--- config.mk ---
export PLATFORM = sky130hd
export DESIGN_NAME = pc_fetch_gen
export DESIGN_NICKNAME = d
export VERILOG_FILES = /design/src/rtl/pc_fetch_gen.sv
export SDC_FILE = /design/constraint.sdc
export NUM_CORES = 1
export LEC_CHECK = 0
export ABC_AREA = 1
export BUFFER_PORTS_ARGS = -buffer_cell sky130_fd_sc_hd__buf_4
export CORE_ASPECT_RATIO = 0.9
export CORE_MARGIN = 8
export CORE_UTILIZATION = 50
export DETAILED_ROUTE_END_ITERATION = 6
export GPL_ROUTABILITY_DRIVEN = 1
export PLACE_DENSITY = 0.78
export SYNTH_ARGS = -nofsm -noshare
export SYNTH_HDL_FRONTEND = slang
export SYNTH_SLANG_ARGS = --single-unit
--- constraint.sdc ---
create_clock -name clk -period 2.04 [get_ports clk]
set_input_delay 0.306 -clock clk [delete_from_list [all_inputs] [get_ports clk]]
set_output_delay 0.306 -clock clk [all_outputs]
set_load 0.01 [all_outputs]
--- src/rtl/pc_fetch_gen.sv ---
// Fetch-address generator: owns the PC, selects trap / redirect / predicted / sequential next address
// and offers it to imem over valid/ready. Define PC_RAS_EN to add a circular return-address stack.
module pc_fetch_gen #(
    parameter int               WIDTH        = 32,
    parameter logic [WIDTH-1:0] RESET_VECTOR = 32'h0000_0000,
    parameter logic [WIDTH-1:0] TRAP_VECTOR  = 32'h0000_0100,
    parameter int               INC          = 4,
    parameter int               RAS_DEPTH    = 4
) (
    input  logic             clk,
    input  logic             rst,
    input  logic             stall,
    input  logic             redirect,
    input  logic [WIDTH-1:0] redirect_pc,
    input  logic             trap,
    input  logic             halt_req,
    input  logic             resume,
    input  logic             pd_call,
    input  logic             pd_ret,
    input  logic             pc_ready,
    output logic             pc_valid,
    output logic [WIDTH-1:0] pc,
    output logic             misalign,
    output logic             halted
);

    typedef enum logic [1:0] {
        S_BOOT   = 2'd0,
        S_RUN    = 2'd1,
        S_HALTED = 2'd2
    } state_t;

    state_t           state;
    state_t           state_nxt;
    logic             in_run;
    logic             accept;
    logic             outstanding;
    logic             take_trap;
    logic             take_redir;
    logic             redir_misal;
    logic [WIDTH-1:0] seq_pc;
    logic [WIDTH-1:0] pred_pc;
    logic [WIDTH-1:0] pc_nxt;
    logic             misalign_nxt;

    assign in_run      = (state == S_RUN);
    assign accept      = pc_valid && pc_ready;
    assign outstanding = pc_valid && !pc_ready;
    assign seq_pc      = pc + WIDTH'(INC);

    // Traps act in RUN and HALTED; redirects only while running. Trap outranks redirect.
    assign take_trap   = trap && (state != S_BOOT);
    assign take_redir  = redirect && in_run && !trap;
    assign redir_misal = take_redir && (redirect_pc[1:0] != 2'b00);

    // ------------------------------------------------------------------
    // FSM: state register
    // ------------------------------------------------------------------
    // NOTE: sequential state uses non-blocking assignments so every flop samples pre-edge values.
    always_ff @(posedge clk or posedge rst) begin
        if (rst) begin
            state <= S_BOOT;
        end else begin
            state <= state_nxt;
        end
    end

    // ------------------------------------------------------------------
    // FSM: next-state logic
    // ------------------------------------------------------------------
    // NOTE: the default assignment first keeps this combinational block free of inferred latches.
    always_comb begin
        state_nxt = state;
        case (state)
            S_BOOT: begin
                state_nxt = S_RUN;
            end
            S_RUN: begin
                // A trap or redirect flushes the pending request, so it cannot block the halt.
                if (halt_req && (!outstanding || trap || redirect)) begin
                    state_nxt = S_HALTED;
                end
            end
            S_HALTED: begin
                if (trap || resume) begin
                    state_nxt = S_RUN;
                end
            end
            default: begin
                state_nxt = S_BOOT;
            end
        endcase
    end

    // ------------------------------------------------------------------
    // FSM: outputs
    // ------------------------------------------------------------------
    always_comb begin
        pc_valid = 1'b0;
        halted   = 1'b0;
        case (state)
            S_RUN:    pc_valid = !stall;
            S_HALTED: halted   = 1'b1;
            default:  ;
        endcase
    end

    // ------------------------------------------------------------------
    // Next-PC selection and PC register
    // ------------------------------------------------------------------
    always_comb begin
        pc_nxt       = pc;
        misalign_nxt = 1'b0;
        if (take_trap) begin
            pc_nxt = TRAP_VECTOR;
        end else if (take_redir) begin
            if (redir_misal) begin
                pc_nxt       = TRAP_VECTOR;
                misalign_nxt = 1'b1;
            end else begin
                pc_nxt = redirect_pc;
            end
        end else if (accept) begin
            pc_nxt = pred_pc;
        end
    end

    always_ff @(posedge clk or posedge rst) begin
        if (rst) begin
            pc       <= RESET_VECTOR;
            misalign <= 1'b0;
        end else begin
            pc       <= pc_nxt;
            misalign <= misalign_nxt;
        end
    end

`ifdef PC_RAS_EN
    // ------------------------------------------------------------------
    // Return-address stack: circular buffer, newest entry at ras_top.
    // ------------------------------------------------------------------
    localparam int PTR_W = (RAS_DEPTH > 1) ? $clog2(RAS_DEPTH) : 1;
    localparam int CNT_W = $clog2(RAS_DEPTH + 1);

    logic [WIDTH-1:0] ras_mem [RAS_DEPTH];
    logic [PTR_W-1:0] ras_top;
    logic [CNT_W-1:0] ras_cnt;
    logic [PTR_W-1:0] push_idx;
    logic             ras_upd;
    logic             ras_nonempty;
    logic             ras_pop;
    logic             ras_push;

    // The instruction accepted alongside a redirect is wrong-path, so it never touches the stack.
    assign ras_upd      = accept && !trap && !redirect;
    assign ras_nonempty = (ras_cnt != '0);
    assign ras_pop      = ras_upd && pd_ret && ras_nonempty;
    assign ras_push     = ras_upd && pd_call;
    assign pred_pc      = ras_pop ? ras_mem[ras_top] : seq_pc;
    assign push_idx     = ras_pop ? ras_top : ras_top + PTR_W'(1);

    always_ff @(posedge clk or posedge rst) begin
        if (rst) begin
            ras_top <= '0;
            ras_cnt <= '0;
        end else if (take_trap) begin
            ras_top <= '0;
            ras_cnt <= '0;
        end else begin
            case ({ras_push, ras_pop})
                2'b10: begin
                    ras_top <= ras_top + PTR_W'(1);
                    if (ras_cnt != CNT_W'(RAS_DEPTH)) begin
                        ras_cnt <= ras_cnt + CNT_W'(1);
                    end
                end
                2'b01: begin
                    ras_top <= ras_top - PTR_W'(1);
                    ras_cnt <= ras_cnt - CNT_W'(1);
                end
                default: ;
            endcase
        end
    end

    // NOTE: the stack array is deliberately not reset; ras_cnt gates every read of it.
    always_ff @(posedge clk) begin
        if (ras_push) begin
            ras_mem[push_idx] <= seq_pc;
        end
    end
`else
    logic unused_ras_inputs;

    assign pred_pc           = seq_pc;
    assign unused_ras_inputs = ^{pd_call, pd_ret, 32'(RAS_DEPTH)};
`endif

endmodule

==> qor.yml, run 1 <==
power:
  irDropWorstVdd_uv: 685
  p_total_mw: 3.43
  pwr_density_cell_mw_per_mm2: 1050
  p_leak_nw: 1.71
critical_path:
  criticalPathCategory: "reg -> reg"
  slowest_stage: "dfrtp_1"
  slowest_delay_ps: 460
  r2r_end: "pc[22]"
  worstPathRequired_ps: 2220
  rr_startpoint: "pc[2]"
  path_cells: "ha_1 -> nand2_1 -> nor2_1 -> nand2_1 -> nor2_1 -> buf_4 -> nand3_1 -> nand2_1 -> nand2_1 -> nand2_1 -> nand2_1"
  startpoint: "pc[2]"
  arrival_ps: 1960
  end_kind: "flop"
  cpLargestDelayFamily: "simple AND/OR/NAND/NOR gates"
  reg2regPathDepth: 11
  cp_num_buf_inv: 1
  start_kind: "flop"
  cpMostUsedCell: "nand2_1"
  r2r_slack_ps: 260
  cp_max_fo: 7
sta:
  fin_crit_ps: 1780
  maxSlewHeadroom_pct: 51.5
  grt_setup_unrepaired: "false"
  hold_violations: 0
  setup-tns-final_ps: 0
  finalWorstSetupSlack_ps: 262
  slew_viol_final: 0
  clock_skew_ps: 8.49
  fin_crit_sh_pct: 87.1
  holdWs_ps: 118
  setup_viol: 0
  fmax_ghz: 0.563
  worstMarginPinSlew_ps: 726
global_route:
  grt_pass1_wl_um: 12200
  grt_max_degree: 36
  grtUsageTotal_pct: 19.2
  grt_pass1_vias: 2610
  grt_overflow: 0
  grt_antenna_before_repair: 0
clock_network:
  clock_latency_ps: 290
  cts_setup_buffers: 0
  cts_max_level: 2
  numCtsBuffers: 5
  hold_buffers: 0
  clkTransAtPathRegs_ps: 70
  cts-root-buf: "clkbuf_8"
  clock-sinks: 35
  cts_tree: "yes"
  cts_max_path_buffers: 2
  ctsResizeCount: 0
final_layout:
  area_growth_syn_to_layout_pct: 28.4
  layout.cells.non_filler: 570
  ff_latch_area_um2: 876
  nets: 547
  drive_above_1_share_pct: 18.8
  multi_input_area_mm2: 0.00146
  fillers: 488
  antenna_cells: 0
  post-route-util_pct: 67.0
  fin_area_mm2: 0.00326
synth:
  syn-cell-area_mm2: 0.00254
  ys_ff_latch: 35
  yosys_warnings: 0
  synth_nets: 469
  syn_avg_cell_area_um2: 5.96
  syn_inst: 426
  ys_seq_area_share_pct: 34.5
  ys_types: 27
route:
  drtIter0Drc: 120
  drt_pre_antenna_iters: 4
  via_per_inst: 4.93
  antenna_left: 0
  wl_per_cell_um: 12.6
  drc: 0
  postRouteWirelength_um: 7180
  vias: 2808
die:
  num_rows: 24
  core_mm2: 0.00486
  die-area_mm2: 0.00762
  die_y_um: 83.6
  die_w_um: 91.1
  io_pins: 77
  start_util_pct: 52.2
flow_run:
  maxCapViolCount: 0
placement:
  gp_congestion: 0.869
  port_buffers: 74
  hpwl_um: 5450
  post-place-cells: 562
  place_ws_ps: 301
  postPlaceCellArea_mm2: 0.00318
status:
  status: "finished, final reports clean"
hold_path:
  hp-class: "in -> async"
## metal layers
| layer | wire, µm | GRT usage [%] | up-vias | part of all wire [%] |
|---|---|---|---|---|
| li1 | - | - | 1480 | - |
| met1 | 3330 | 24.4 | 1248 | 46 |
| met2 | 3240 | 30.8 | 73 | 45 |
| met3 | 537 | 5.31 | 7 | 7.5 |
| met4 | 70 | 5.35 | 0 | 0.98 |
| met5 | 0 | 0 | - | 0 |
## worst max path at each step
stage	endpoint	cells past startpoint
2_1_floorplan	pc[22]	10
3_3_place_gp	pc[22]	11
3_5_place_dp	pc[26]	11
4_1_cts	pc[22]	11
5_1_grt	pc[4]	8
6_report	pc[22]	11
## placed cells by master, fill, tap and decap left out, drive strengths merged
master | synthesis | routed
ha | 1 | 1
and2 | 1 | 1
buf | 6 | 82
o21ai | 23 | 23
o21bai | 1 | 1
a31oi | 1 | 1
a21oi | 2 | 2
nor3 | 1 | 1
nor2 | 93 | 93
xor2 | 2 | 2
nand2 | 171 | 171
nand4 | 1 | 1
xnor2 | 1 | 1
nor4 | 1 | 1
inv | 37 | 37
clkbuf | 5 | 7
nand3 | 29 | 29
o22ai | 2 | 2
clkinv | 1 | 2
dfrtp | 35 | 35
nand3b | 12 | 12
## logic make-up (layout without fill, tap and decap cells)
group | count (synthesis) | count (layout) | synth area share (%)
adders and majority gates | 1 | 1 | 0.493
buffers and inverters | 49 | 128 | 7.89
AOI/OAI and AO/OA | 29 | 29 | 5.96
xor gates and xnor gates | 3 | 3 | 1.04
and+or+nand+nor | 309 | 309 | 50.1
DFF | 35 | 35 | 34.5
## synth_stat cells
master,instances,area (µm²)
inv_1,36,135
nor3_1,1,5.00
nor2_2,3,18.8
and2_1,1,6.26
nor4_1,1,6.26
ha_1,1,12.5
nor2_1,90,338
buf_2,4,20.0
buf_4,1,7.51
nand2_1,171,642
nand3_2,3,30.0
inv_2,1,3.75
a21oi_1,2,10.0
nand3b_1,12,90.1
nand4_1,1,6.26
o21ai_0,18,90.1
clkbuf_1,5,18.8
buf_6,1,11.3
o21ai_1,5,25.0
a31oi_1,1,6.26
dfrtp_1,35,876
nand3_1,26,130
clkinv_1,1,3.75
xnor2_1,1,8.76
o22ai_1,2,12.5
o21bai_1,1,7.51
xor2_1,2,17.5
## worst reg2reg max path, stage by stage, from the launching register on
cell     delay, ps
dfrtp_1        460
ha_1           260
nand2_1        100
nor2_1         140
nand2_1        130
nor2_1         110
buf_4          160
nand3_1         70
nand2_1         70
nand2_1         40
nand2_1         60
nand2_1         50
## state kept, by name, indices dropped and copies added, names as in the netlist
register and flops:
pc 32, misalign 1, state 2
## cell type report
type                    count  share of cell area (%)
clock buffers               7                    2.34
clock inverters             1                   0.154
well taps                  65                    2.50
flip-flops and latches     35                    26.9
inverters                  38                    4.38
repair buffers             82                    18.9
multi-input cells         342                    44.9
## where the power goes
group / internal [mW] / leakage, nW / switching (mW)
clock network: 0.240 / 0.0422 / 0.258
registers: 0.931 / 0.469 / 0.342
logic: 0.733 / 1.20 / 0.923
total: 1.90 / 1.71 / 1.52
(Power assumes the default switching activity.)
==> inputs of run 2 (changes only) <==
CORE_UTILIZATION = 52   (was 50)
PLACE_DENSITY = 0.81   (was 0.78)
==> run 2 against run 1 <==
Clock skew rose by 0.64 ps. Highest routed layer unchanged. Hold slack got worse by 3.7 ps. Via count rose by 1.7%. Largest power group unchanged. Register-to-register slack got worse by 80 ps. Routed wire length fell by 1.3%.
==> qor.yml, run 2 (synthesis results as in run 1) <==
global_route:
  grtUsageTotal_pct: 20.0
  grt_overflow: 0
  grt_max_degree: 36
  grt_pass1_wl_um: 11600
  grt_antenna_before_repair: 0
  grt_pass1_vias: 2637
critical_path:
  worstPathRequired_ps: 2270
  cpMostUsedCell: "nand2_1"
  arrival_ps: 2080
  start_kind: "flop"
  slowest_delay_ps: 540
  slowest_stage: "inv_1"
  end_kind: "flop"
  cp_max_fo: 21
  path_cells: "nand2_1 -> nor2_2 -> nand2_1 -> nand3_2 -> buf_4 -> inv_1 -> nand2_1 -> nand2_1"
  criticalPathCategory: "reg -> reg"
sta:
  worstMarginPinSlew_ps: 724
  maxSlewHeadroom_pct: 51.6
  fin_crit_ps: 1850
  fmax_ghz: 0.539
  setup_viol: 0
  fin_crit_sh_pct: 90.9
  grt_setup_unrepaired: "false"
  clock_skew_ps: 9.13
  hold_violations: 0
  slew_viol_final: 0
  setup-tns-final_ps: 0
clock_network:
  clock_latency_ps: 290
  clkTransAtPathRegs_ps: 80
  cts_tree: "yes"
  clock-sinks: 35
  cts_max_level: 2
  hold_buffers: 0
  numCtsBuffers: 5
  cts_setup_buffers: 0
  cts-root-buf: "clkbuf_8"
  cts_max_path_buffers: 2
  ctsResizeCount: 0
die:
  num_rows: 24
  die_w_um: 89.7
  die_y_um: 82.3
  io_pins: 77
  core_mm2: 0.00477
  start_util_pct: 53.2
  die-area_mm2: 0.00738
route:
  drc: 0
  postRouteWirelength_um: 7090
  wl_per_cell_um: 12.4
  antenna_left: 0
  drtIter0Drc: 132
  via_per_inst: 5.01
  vias: 2855
  drt_pre_antenna_iters: 4
final_layout:
  largestRegisters: "pc x32, state x2, misalign x1"
  drive_above_1_share_pct: 19.2
  antenna_cells: 0
  layout.cells.non_filler: 570
  mostFrequentLayoutCells: "nand2_1, nor2_1, buf_4"
  largest_reg_flops: 32
  nets: 547
  layout_commonest_cell: "nand2_1"
  fillers: 446
  top_register: "pc"
  multi_input_area_mm2: 0.00146
  area_growth_syn_to_layout_pct: 31.0
  ff_latch_area_um2: 876
power:
  pwr_density_cell_mw_per_mm2: 1110
  p_leak_nw: 1.74
  irDropWorstVdd_uv: 888
placement:
  hpwl_um: 5340
  gp_congestion: 0.866
  post-place-cells: 562
  port_buffers: 74
flow_run:
  maxCapViolCount: 0
status:
  status: "finished, final reports clean"
hold_path:
  hp-class: "in -> async"
-- run 2: path summary, 6_finish.rpt --
check	cells after the start	slack, ps	from	endpoint
worst max-delay path	8	190	state[0]	pc[12]
worst min-delay path	3	110	rst	state[1]
worst max register to register	8	190	state[0]	pc[12]
worst min register to register	2	500	pc[0]	pc[0]
max in group asynchronous	3	1600	rst	pc[12]
min in group clk	3	270	redirect_pc[3]	pc[3]
-- run 2: metrics by stage --
step | hold WS, ps | worst slack, ps | power [mW] | util [%] | area (µm²)
6_report | 115 | 186 | 3.71 | 69.7 | 3330
5_1_grt | 151 | 33.3 | 4.00 | 69.7 | 3330
4_1_cts | 128 | 187 | 3.73 | 69.7 | 3330
3_5_place_dp | 445 | 220 | 2.96 | 66.8 | 3190
3_3_place_gp | 445 | 303 | 2.93 | 66.8 | 3190
2_1_floorplan | 460 | 401 | 2.24 | - | 2540
-- run 2: power breakdown --
group,switching (mW),internal (mW),total [mW]
logic,0.922,0.750,1.67
clock network,0.275,0.488,0.762
registers,0.345,0.931,1.28
-- run 2: cell type report --
cell class | count | share of cell area, %
Clock inverter | 3 | 2.03
Inverter | 38 | 4.29
Timing Repair Buffer | 82 | 18.9
Sequential cell | 35 | 26.3
Multi-Input combinational cell | 342 | 44.0
Clock buffer | 5 | 2.07
Tap cell | 65 | 2.44
-- run 2: routing by layer --
metal | share of wire (%) | vias up | routed length (µm) | track usage [%]
li1 | - | 1480 | - | -
met1 | 45 | 1287 | 3190 | 25.0
met2 | 47 | 80 | 3350 | 33.5
met3 | 6.8 | 8 | 479 | 4.25
met4 | 0.92 | 0 | 65 | 6.47
met5 | 0 | - | 0 | 0
-- run 2: worst max-delay path: cells and delay by family (launching register included) --
| family | cells | cell delay [ps] |
|---|---|---|
| DFF | 1 | 430 |
| and+or+nand+nor | 6 | 610 |
| buffers and inverters | 2 | 730 |
==> inputs of run 3 (changes only) <==
CORE_MARGIN = unset   (was 8)
==> run 3 against run 2 <==
Worst setup slack got worse by 68 ps. Highest routed layer unchanged. Largest cell class unchanged. Combinational power barely moved. Largest power group unchanged. Total power fell by 7.7%.
==> qor.yml, run 3 (synthesis results as in run 1) <==
die:
  num_rows: 23
  start_util_pct: 55.5
  io_pins: 77
  die_y_um: 68.3
  die-area_mm2: 0.00517
  die_w_um: 75.7
  core_mm2: 0.00458
final_layout:
  fillers: 412
  largest_reg_flops: 32
  layout_commonest_cell: "nand2_1"
  nets: 547
  area_growth_syn_to_layout_pct: 27.9
  post-route-util_pct: 71.0
  top_register: "pc"
  drive_above_1_share_pct: 18.7
  mostFrequentLayoutCells: "nand2_1, nor2_1, buf_4"
  largestRegisters: "pc x32, state x2, misalign x1"
  antenna_cells: 0
  fin_area_mm2: 0.00325
critical_path:
  rr_startpoint: "state[0]"
  arrival_ps: 2150
  end_kind: "flop"
  criticalPathCategory: "reg -> reg"
  worstPathRequired_ps: 2270
  cp_max_fo: 21
  startpoint: "state[0]"
  start_kind: "flop"
route:
  drc: 0
  drt_pre_antenna_iters: 4
  drtIter0Drc: 241
  wl_per_cell_um: 12.3
  postRouteWirelength_um: 6960
  via_per_inst: 5.18
  vias: 2929
  antenna_left: 0
sta:
  maxSlewHeadroom_pct: 51.6
  fin_crit_ps: 1920
  hold_violations: 0
  fin_crit_sh_pct: 94.2
  grt_setup_unrepaired: "true"
  setup-tns-final_ps: 0
  clock_skew_ps: 3.66
  slew_viol_final: 0
  worstMarginPinSlew_ps: 725
  fmax_ghz: 0.520
  setup_viol: 0
clock_network:
  cts_max_level: 2
  clock_latency_ps: 290
  ctsResizeCount: 0
  clkTransAtPathRegs_ps: 70
  cts_tree: "yes"
  cts_setup_buffers: 0
  cts-root-buf: "clkbuf_8"
  cts_max_path_buffers: 2
  numCtsBuffers: 5
  hold_buffers: 0
  clock-sinks: 35
power:
  p_int_mw: 1.88
  p_switching_mw: 1.54
  irDropWorstVdd_uv: 775
  switching_share_pct: 44.9
  seq_power_share_pct: 37.5
  p_leak_nw: 1.71
  power_frac_comb_pct: 48.3
  clock_power_share_pct: 14.3
  pwr_density_cell_mw_per_mm2: 1050
placement:
  hpwl_um: 5050
  postPlaceCellArea_mm2: 0.00317
  gp_congestion: 0.858
  port_buffers: 74
global_route:
  grt_overflow: 0
  grt_pass1_wl_um: 10900
  grt_antenna_before_repair: 0
  grtUsageTotal_pct: 28.1
  grt_pass1_vias: 2432
  grt_max_degree: 36
flow_run:
  maxCapViolCount: 0
hold_path:
  hp-class: "in -> async"
status:
  status: "finished, final reports clean"
## run 3: layout make-up
type / count / area [µm²] / share of cell area (%)
Clock buffer: 6 / 72.6 / 2.24
Timing Repair Buffer: 82 / 616 / 19.0
Sequential cell: 35 / 876 / 27.0
Multi-Input combinational cell: 342 / 1460 / 45.0
Inverter: 38 / 143 / 4.39
Tap cell: 62 / 77.6 / 2.39
## run 3: power by group through the flow
stage	Sequential, mW	Clock (mW)	Combinational (mW)
2_1_floorplan	1.30	0	0.933
5_1_grt	1.32	0.505	1.86
6_report	1.28	0.488	1.65
3_5_place_dp	1.28	0	1.65
3_3_place_gp	1.27	0	1.60
4_1_cts	1.27	0.491	1.66
## run 3: layer usage
layer | global-route usage, % | share of wire, %
met1 | 39.3 | 46
met2 | 44.9 | 45
met3 | 5.01 | 7.9
met4 | 6.94 | 1.4
met5 | 0 | 0
## run 3: worst paths after layout
check,slack [ps],cells past startpoint,end
worst max-delay path,120,7,pc[18]
worst min-delay path,130,3,state[0]
worst max register to register,120,7,pc[18]
worst min register to register,500,2,pc[1]
max in group asynchronous,1570,3,pc[14]
min in group clk,260,3,pc[3]
## run 3: critical path, stage by stage, from the launching register on
cell and delay, ps:
dfrtp_1 430, inv_1 90, nor2_2 40, nand3_2 140, nand3_2 290, inv_1 640, nand2_1 120, nand2_1 100
## run 3: metrics by stage
step | power [mW] | hold WS (ps) | worst slack [ps] | instances
2_1_floorplan | 2.24 | 460 | 401 | 426
3_3_place_gp | 2.87 | 445 | 201 | 559
3_5_place_dp | 2.93 | 453 | 168 | 559
4_1_cts | 3.42 | 133 | 138 | 565
5_1_grt | 3.68 | 181 | -34.3 | 565
6_report | 3.42 | 130 | 118 | 565
